===== src/rtl/conv3x3_engine_if.sv =====
// conv3x3_engine <-> layer_mem link: result write strobe
// and pooling handshake.
interface conv3x3_engine_if #(
  parameter int ADDR_LEN = 9
);
  logic                store;
  logic [3:0]          out_c;
  logic [ADDR_LEN:0]   w_addr;
  logic signed [7:0]   value;
  logic                cout_done;
  logic                pool;
  logic                pool_done;

  modport master (
    output store, out_c, w_addr, value,
    output cout_done, pool,
    input  pool_done
  );

  modport slave (
    input  store, out_c, w_addr, value,
    input  cout_done, pool,
    output pool_done
  );
endinterface


===== src/rtl/conv3x3_engine.sv =====
// Zero-padded 3x3 stride-1 convolution sequencer
// writing requantized results into layer_mem.
module conv3x3_engine #(
  parameter int W        = 28,
  parameter int IC       = 0,
  parameter int OC       = 7,
  parameter int ADDR_LEN = 9,
  parameter int PX_AW    = 12,
  parameter int WT_AW    = 10,
  parameter int SHIFT    = 7
) (
  input  logic                    clk,
  input  logic                    rst,
  input  logic                    start,
  output logic [PX_AW-1:0]        px_addr,
  input  logic signed [7:0]       px_data,
  output logic [WT_AW-1:0]        wt_addr,
  input  logic signed [7:0]       wt_data,
  output logic                    busy,
  output logic                    done,
  conv3x3_engine_if.master        lm
);
  localparam int CW = (W > 1) ? $clog2(W) : 1;
  localparam int IW = (IC > 0) ? $clog2(IC + 1) : 1;
  localparam int AW = 20 + IW;

  typedef enum logic [2:0] {
    IDLE, MAC, ACC, STORE, POOL, FIN
  } state_t;

  state_t st, st_n;
  logic [3:0] oc, oc_n;
  logic [CW-1:0] y, y_n, x, x_n;
  logic [IW-1:0] ic, ic_n;
  logic [1:0] ky, ky_n, kx, kx_n;
  logic vld, vld_n, first, first_n;
  logic pad, pad_n, issue;
  logic signed [AW-1:0] acc, acc_n, shd;
  logic signed [15:0] prod;
  logic signed [7:0] sat, val_n;
  logic [PX_AW-1:0] px_n;
  logic [WT_AW-1:0] wt_n;
  logic [ADDR_LEN:0] wa_n;
  logic [3:0] outc_n;
  logic store_n, cout_n, pool_n;
  logic busy_n, done_n, ovf;
  logic last_tap, last_x, last_y;
  int yy, xx;

  assign prod = pad ? 16'sd0
              : 16'(px_data) * 16'(wt_data);
  assign last_tap = (ic == IW'(IC))
                 && (ky == 2'd2) && (kx == 2'd2);
  assign last_x = (x == CW'(W - 1));
  assign last_y = (y == CW'(W - 1));

  // floor shift, then clamp to the signed 8-bit range
  assign shd = acc >>> SHIFT;
  assign ovf = !((&shd[AW-1:7]) || !(|shd[AW-1:7]));
  assign sat = ovf ? (shd[AW-1] ? 8'sh80 : 8'sh7f)
                   : shd[7:0];

  always_comb begin
    st_n    = st;
    oc_n    = oc;
    y_n     = y;
    x_n     = x;
    ic_n    = ic;
    ky_n    = ky;
    kx_n    = kx;
    vld_n   = 1'b0;
    first_n = first;
    pad_n   = pad;
    issue   = 1'b0;
    px_n    = px_addr;
    wt_n    = wt_addr;
    store_n = 1'b0;
    cout_n  = 1'b0;
    done_n  = 1'b0;
    pool_n  = lm.pool;
    wa_n    = lm.w_addr;
    outc_n  = lm.out_c;
    val_n   = lm.value;
    acc_n   = acc;
    if (vld)
      acc_n = AW'(prod) + (first ? '0 : acc);
    unique case (st)
      IDLE: begin
        if (start && !lm.pool_done) begin
          st_n  = MAC;
          oc_n  = '0;
          y_n   = '0;
          x_n   = '0;
          ic_n  = '0;
          ky_n  = '0;
          kx_n  = '0;
          issue = 1'b1;
        end
      end
      MAC: begin
        if (last_tap) begin
          st_n = ACC;
        end else begin
          issue = 1'b1;
          if (kx != 2'd2) begin
            kx_n = kx + 2'd1;
          end else begin
            kx_n = '0;
            if (ky != 2'd2) begin
              ky_n = ky + 2'd1;
            end else begin
              ky_n = '0;
              ic_n = ic + 1'b1;
            end
          end
        end
      end
      ACC: begin
        st_n    = STORE;
        store_n = 1'b1;
        val_n   = sat;
        outc_n  = oc;
        wa_n    = (ADDR_LEN + 1)'(int'(y) * W
                                  + int'(x));
      end
      STORE: begin
        ic_n  = '0;
        ky_n  = '0;
        kx_n  = '0;
        st_n  = MAC;
        issue = 1'b1;
        if (!last_x) begin
          x_n = x + 1'b1;
        end else begin
          x_n = '0;
          if (!last_y) begin
            y_n = y + 1'b1;
          end else begin
            y_n    = '0;
            cout_n = 1'b1;
            if (oc == 4'(OC)) begin
              st_n  = POOL;
              issue = 1'b0;
            end else begin
              oc_n = oc + 4'd1;
            end
          end
        end
      end
      POOL: begin
        if (lm.pool_done) begin
          pool_n = 1'b0;
          st_n   = FIN;
        end else begin
          pool_n = 1'b1;
        end
      end
      FIN: begin
        if (!lm.pool_done) begin
          done_n = 1'b1;
          st_n   = IDLE;
        end
      end
      default: st_n = IDLE;
    endcase
    yy = int'(y_n) + int'(ky_n) - 1;
    xx = int'(x_n) + int'(kx_n) - 1;
    if (issue) begin
      vld_n   = 1'b1;
      first_n = (ic_n == '0) && (ky_n == '0)
             && (kx_n == '0);
      pad_n   = (yy < 0) || (yy >= W)
             || (xx < 0) || (xx >= W);
      px_n    = pad_n ? '0
              : PX_AW'(int'(ic_n) * W * W
                       + yy * W + xx);
      wt_n    = WT_AW'((int'(oc_n) * (IC + 1)
                        + int'(ic_n)) * 9
                       + int'(ky_n) * 3
                       + int'(kx_n));
    end
    busy_n = (st_n != IDLE);
  end

  always_ff @(posedge clk or negedge rst) begin
    if (!rst) begin
      st           <= IDLE;
      oc           <= '0;
      y            <= '0;
      x            <= '0;
      ic           <= '0;
      ky           <= '0;
      kx           <= '0;
      vld          <= 1'b0;
      first        <= 1'b0;
      pad          <= 1'b0;
      acc          <= '0;
      px_addr      <= '0;
      wt_addr      <= '0;
      busy         <= 1'b0;
      done         <= 1'b0;
      lm.store     <= 1'b0;
      lm.out_c     <= '0;
      lm.w_addr    <= '0;
      lm.value     <= '0;
      lm.cout_done <= 1'b0;
      lm.pool      <= 1'b0;
    end else begin
      st           <= st_n;
      oc           <= oc_n;
      y            <= y_n;
      x            <= x_n;
      ic           <= ic_n;
      ky           <= ky_n;
      kx           <= kx_n;
      vld          <= vld_n;
      first        <= first_n;
      pad          <= pad_n;
      acc          <= acc_n;
      px_addr      <= px_n;
      wt_addr      <= wt_n;
      busy         <= busy_n;
      done         <= done_n;
      lm.store     <= store_n;
      lm.out_c     <= outc_n;
      lm.w_addr    <= wa_n;
      lm.value     <= val_n;
      lm.cout_done <= cout_n;
      lm.pool      <= pool_n;
    end
  end
endmodule


===== src/flat_wrapper.sv =====
// flat-port wrapper written by rule: the top's interface ports become plain ports
module conv3x3_engine_flat 
#(
  parameter int W        = 28,
  parameter int IC       = 0,
  parameter int OC       = 7,
  parameter int ADDR_LEN = 9,
  parameter int PX_AW    = 12,
  parameter int WT_AW    = 10,
  parameter int SHIFT    = 7
)
  (clk, rst, start, px_addr, px_data, wt_addr, wt_data, busy, done, lm_store, lm_out_c, lm_w_addr, lm_value, lm_cout_done, lm_pool, lm_pool_done);
  conv3x3_engine_if #(.ADDR_LEN(ADDR_LEN)) lm_i ();
  input  logic clk;
  input  logic rst;
  input  logic start;
  output logic [PX_AW-1:0] px_addr;
  input  logic signed [7:0] px_data;
  output logic [WT_AW-1:0] wt_addr;
  input  logic signed [7:0] wt_data;
  output logic busy;
  output logic done;
  output wire logic [$bits(lm_i.store)-1:0] lm_store;
  output wire logic [$bits(lm_i.out_c)-1:0] lm_out_c;
  output wire logic [$bits(lm_i.w_addr)-1:0] lm_w_addr;
  output wire logic [$bits(lm_i.value)-1:0] lm_value;
  output wire logic [$bits(lm_i.cout_done)-1:0] lm_cout_done;
  output wire logic [$bits(lm_i.pool)-1:0] lm_pool;
  input wire logic [$bits(lm_i.pool_done)-1:0] lm_pool_done;
  assign lm_store = lm_i.store;
  assign lm_out_c = lm_i.out_c;
  assign lm_w_addr = lm_i.w_addr;
  assign lm_value = lm_i.value;
  assign lm_cout_done = lm_i.cout_done;
  assign lm_pool = lm_i.pool;
  assign lm_i.pool_done = lm_pool_done;
  conv3x3_engine #(.W(W), .IC(IC), .OC(OC), .ADDR_LEN(ADDR_LEN), .PX_AW(PX_AW), .WT_AW(WT_AW), .SHIFT(SHIFT)) u_core (.clk(clk), .rst(rst), .start(start), .px_addr(px_addr), .px_data(px_data), .wt_addr(wt_addr), .wt_data(wt_data), .busy(busy), .done(done), .lm(lm_i));
endmodule

===== config.mk =====
export PLATFORM = sky130hd
export DESIGN_NAME = conv3x3_engine_flat
export DESIGN_NICKNAME = d
export VERILOG_FILES = /design/src/rtl/conv3x3_engine_if.sv /design/src/rtl/conv3x3_engine.sv /design/src/flat_wrapper.sv
export SDC_FILE = /design/constraint.sdc
export NUM_CORES = 1
export LEC_CHECK = 0
export BUFFER_PORTS_ARGS = -buffer_cell sky130_fd_sc_hd__buf_4
export CORE_UTILIZATION = 65
export CTS_CLUSTER_SIZE = 10
export DETAILED_ROUTE_END_ITERATION = 10
export PLACE_DENSITY = 0.85
export SKIP_CTS_REPAIR_TIMING = 1
export SLEW_MARGIN = 30
export SYNTH_ARGS = -nofsm -noshare
export SYNTH_HDL_FRONTEND = slang
export SYNTH_SLANG_ARGS = --single-unit

===== constraint.sdc =====
create_clock -name clk -period 16.67 [get_ports clk]
set_input_delay 3.334 -clock clk [delete_from_list [all_inputs] [get_ports clk]]
set_output_delay 3.334 -clock clk [all_outputs]
set_load 0.005 [all_outputs]

* After elaboration in Yosys (flattened, before gate mapping)
Cells that the tools add are included.
Storage, ports and cells: flip-flop bits (word level) 95, output and inout port bits 49
Cells by class: add/sub/neg operators 17, $mul 7, magnitude comparators 4, equality and inequality tests 12, multiplexer cells 52, bitwise gates (word level) 2, reduce and logical (&&, ||, !) cells 17
Operators with widths (count):
- $ge A32 B6 Y1 const B | 2
- $lt A32 B1 Y1 const B | 2
- $mul A32 B4 Y10 const B | 1
- $mul A32 B5 Y10 const B | 1
- $sub A32 B2 Y32 const B | 1
- $mul A30 B4 Y8 const B | 1
- $mux W5 | 5
- $add A12 B12 Y12 | 2
- $add A21 B21 Y21 | 1
- $mux W21 | 1
- $mux W3 | 7
- $pmux W5 S2 | 2
- $pmux W3 S6 | 1
- $mul A8 B8 Y16 | 1
- $mux W1 | 16
- $mux W16 | 1
- $mux W4 | 4
- $mux W8 | 2
- $mux W2 | 7
- $add A5 B2 Y6 | 2
- $mux W12 | 1
- $pmux W2 S3 | 2
- $add A10 B10 Y10 | 1
- $add A10 B3 Y10 | 1
- other kinds (28) | 46

* Logic depth before layout (Yosys ltp)
depth after elaboration 12, mapped depth 36, depth with buffers taken out 35

* Worst setup path before layout
OpenSTA, ideal clock, no wires.
path type input-to-reg, start in lm_pool_done, end reg u_core.px_addr[11], library setup time 121 ps, arrival 9561 ps, setup slack 6988 ps, cell stages on the path 34, buffers on the path 1, cells stage by stage or4b_4 -> a21oi_1 -> nand2_1 -> nand2_1 -> o31ai_1 -> ha_1 -> inv_1 -> fa_1 -> clkbuf_1 -> xnor2_1 -> ha_1 -> nand2_1 -> nand2_1 -> xor2_1 -> xnor2_1 -> xnor2_1 -> fa_1 -> inv_1 -> ha_1 -> nor2b_1 -> o21ai_0 -> nand2b_1 -> xnor2_1 -> fa_1 -> inv_1 -> ha_1 -> o21ai_0 -> a21oi_1 -> o21ai_0 -> nand2b_1 -> a21oi_1 -> xnor2_1 -> xnor2_1 -> a22o_1
On the way: word-level cells in the longest chain between the ends 11, elaborated cells between the ends (all ways) 31
Ends and longest elaborated chain:
- from (decl) | RTL line flat_wrapper.sv:29 | input wire logic [$bits(lm_i.pool_done)-1:0] lm_pool_done;
- $logic_not A1 Y1 * | RTL line conv3x3_engine.sv:89 | if (start && !lm.pool_done) begin
- $logic_and A1 B1 Y1 * | RTL line conv3x3_engine.sv:89
- $mux W5 * | RTL line conv3x3_engine.sv:89
- $pmux W5 S2 * | RTL line conv3x3_engine.sv:87 | unique case (st)
- named net u_core.y_n[0] | RTL line conv3x3_engine.sv:33 | logic [CW-1:0] y, y_n, x, x_n;
- $add A5 B2 Y6 * | RTL line conv3x3_engine.sv:166 | yy = int'(y_n) + int'(ky_n) - 1;
- $sub A32 B2 Y32 * | RTL line conv3x3_engine.sv:166
- branches (longest 4 deep; another with $mul A32 B4 Y10)
- $mux W12 * | RTL line conv3x3_engine.sv:174 | px_n = pad_n ? '0
- to (signal assigned) | RTL line conv3x3_engine.sv:220 | px_addr <= px_n;
- to (decl) | RTL line conv3x3_engine.sv:15 | output logic [PX_AW-1:0] px_addr,
Mark *: on every way through the listed nets, which the timed path passes. A chain may end at the register's enable or synchronous reset.

* Worst setup path after layout
Ends and elaborated chain as after synthesis.

==> qor.yml <==
grt:
  track_usage: 0.2873
  first_global_vias: 7847
  grt_max_degree: 55
  antenna_found_initial: 0
  grt.overflow.total: 0
  grt_pass1_wl_um: 36480
drt:
  wl_per_cell_um: 16.17
  first_iter_violations: 465
  vias_per_cell: 5.799
  firstDrtPassIters: 8
  final_antenna_net_count: 0
  post-route-drc-count: 4
  wirelength_um: 21360
  via_count: 7660
timing:
  skew_ns: 0.01017
  hold_violations: 0
  whs_ns: 0.4792
  min_period_over_period: 0.6023
  finalSetupTns_ns: 0
  worst_pin_slew_ns: 0.9654
  fin_crit_ns: 10.04
  setup_viol: 0
  fmaxAchievable_mhz: 99.61
  slew_viol_final: 0
  relSlewSlack: 0.3480
  rsz0062_at_grt: "no"
critical_path:
  critPathTopFamily: "adder cells"
  cp_slowest_cell: "or4b_4"
  crit_required_ns: 16.92
  cp_common_cell: "xnor2_1"
  startpoint_type: "primary input"
  cp_num_buf_inv: 4
  cp-end-kind: "flip-flop"
  cpPeakStageDelay_ns: 0.57
  path_max_fanout: 7
  arrival_ns: 10.29
  path_class: "primary input to flip-flop"
flow_run:
  maxCapViolCount: 0
placed_design:
  dp_cells: 1305
  placed_cell_area_um2: 10560
  io_buffers: 67
  gp_congestion: 0.8816
  dp_hpwl_um: 16530
finish:
  diodes: 0
  drive_above_1_share: 0.1003
  layout_commonest_cell: "inv_1"
  area_growth_pct: 10.10
  finish.net_count: 1358
  final_cell_mix: "145 x inv_1, 128 x ha_1, 99 x nand2_1"
  finalNonFillerCells: 1321
  fill_cells: 1045
  design_area_um2: 10870
synthesis:
  synth_cell_types: 62
  syn_nets: 1295
  async_flop_share: 1.000
  synth_area_um2: 9872
  ys.flop_type: "dfrtp_1"
  avgSynthCellArea_um2: 9.235
  yosysWarnings: 0
  synth_edf_count: 0
  yosysSeqAreaShare: 0.2383
  netlist_instances: 1069
  synth_seq_cells: 94
floorplan:
  rows: 44
  ios: 69
  dieArea_um2: 15690
  placeableCoreArea_um2: 14700
  start_util: 0.6716
  die_w_um: 125.2
  die_h_um: 125.2
clock_tree:
  cts_buffers: 9
  clkLatencyLatePin_ns: 0.36
  root_buffer: "clkbuf_16"
  clkTransAtPathRegs_ns: 0.08
  tritoncts: "built"
  clock-sinks: 94
  htree_levels: 3
  clock_path_buffers: 2
min_path:
  hold_class: "flip-flop to flip-flop"
outcome:
  violations: "DRC"
  status: "finished, violations left"
==> per-stage QoR <==
stage	setup slack [ns]	utilization
after global placement	6.618	0.7181
final	6.630	0.7394
after CTS	6.673	0.7394
after global routing	6.016	0.7394
after detailed placement	6.338	0.7181
after floorplan	6.988	-
==> synth_stat cells, types with 3 or more instances <==
master     instances  area share
nor4_1             3      0.0019
or3_1              8      0.0051
nand2_1           99       0.038
o21ai_0           45       0.023
or2_2              3      0.0019
o31a_1             3      0.0027
a22o_1            12       0.011
nand3_1            8      0.0041
xnor2_1           58       0.051
fa_1              78        0.16
and2_1            44       0.028
inv_1            145       0.055
xor2_1            19       0.017
ha_1             128        0.16
o31ai_1            5      0.0038
o21a_1             4      0.0030
a31oi_1            7      0.0044
nor2_1            62       0.024
nand2b_1          12      0.0076
a32o_1             3      0.0030
clkbuf_1          13      0.0049
o2111ai_1          3      0.0027
nand3b_1           3      0.0023
a21o_1            17       0.013
nand4b_1           3      0.0027
and3_1             7      0.0044
dfrtp_1           94        0.24
a211oi_1           3      0.0023
mux2_2            18       0.021
nand4_1            3      0.0019
nor2b_1           30       0.019
o21bai_1           9      0.0068
nor3_1            17      0.0086
a21oi_1           66       0.033
==> final timing paths <==
| path | from | to | slack [ns] | depth (start not counted) |
|---|---|---|---|---|
| min in group asynchronous | rst | u_core.lm.value[1] | 2.95 | 1 |
| worst min-delay path | u_core.lm.w_addr[3] | u_core.lm.w_addr[3] | 0.48 | 2 |
| worst max-delay path | lm_pool_done | u_core.px_addr[11] | 6.63 | 34 |
| worst min register to register | u_core.lm.w_addr[3] | u_core.lm.w_addr[3] | 0.48 | 2 |
| max in group asynchronous | rst | u_core.lm.w_addr[1] | 12.62 | 2 |
| worst max register to register | u_core.x[0] | u_core.px_addr[11] | 8.65 | 32 |
==> state kept, by name (all words and copies together) (netlist names), 2 cells and up <==
register / cells
u_core.px_addr: 12
u_core.y: 5
u_core.x: 5
u_core.st: 3
u_core.kx: 2
u_core.ky: 2
u_core.oc: 4
u_core.acc: 21
u_core.lm.value: 8
u_core.lm.out_c: 4
u_core.wt_addr: 9
u_core.lm.w_addr: 10
==> kinds of logic (layout without fill, tap and decap cells) <==
group                    after synthesis  after routing  share of synthesized area
other                                  1              1                  0.0003799
XOR/XNOR                              78             78                    0.07060
multiplexers                          20             20                    0.02256
buffers and inverters                163            231                    0.06388
adder cells (fa/ha/maj)              206            206                     0.3204
AND/OR/NAND/NOR                      310            310                     0.1556
flip-flops                            94             94                     0.2383
AO/OA/AOI/OAI                        197            197                     0.1283
==> per-layer routing <==
metal / global-route usage / up-vias / routed length, um
met5: 0 / - / 0
met4: 0.1155 / 0 / 659
met3: 0.03295 / 50 / 587
met2: 0.5146 / 171 / 11190
met1: 0.3540 / 3764 / 8917
li1: - / 3675 / -
==> worst min-delay path, cell delays in order (launching register included) <==
cell and delay [ns]:
dfrtp_1 0.35, nand2_1 0.05, nand2_1 0.05
==> layout make-up <==
| type | count | area [um^2] | share of cell area |
|---|---|---|---|
| multi-input cells | 812 | 6907 | 0.6354 |
| flip-flops and latches | 94 | 2352 | 0.2164 |
| inverters | 146 | 548.0 | 0.05042 |
| repair buffers | 69 | 518.0 | 0.04766 |
| well taps | 184 | 230.2 | 0.02118 |
| clock buffers | 9 | 225.2 | 0.02072 |
| clock inverters | 7 | 88.84 | 0.008173 |
Power is left out: the tool's default activity adds up to more than one toggle a clock period on the data nets, which glitch-free logic cannot reach.
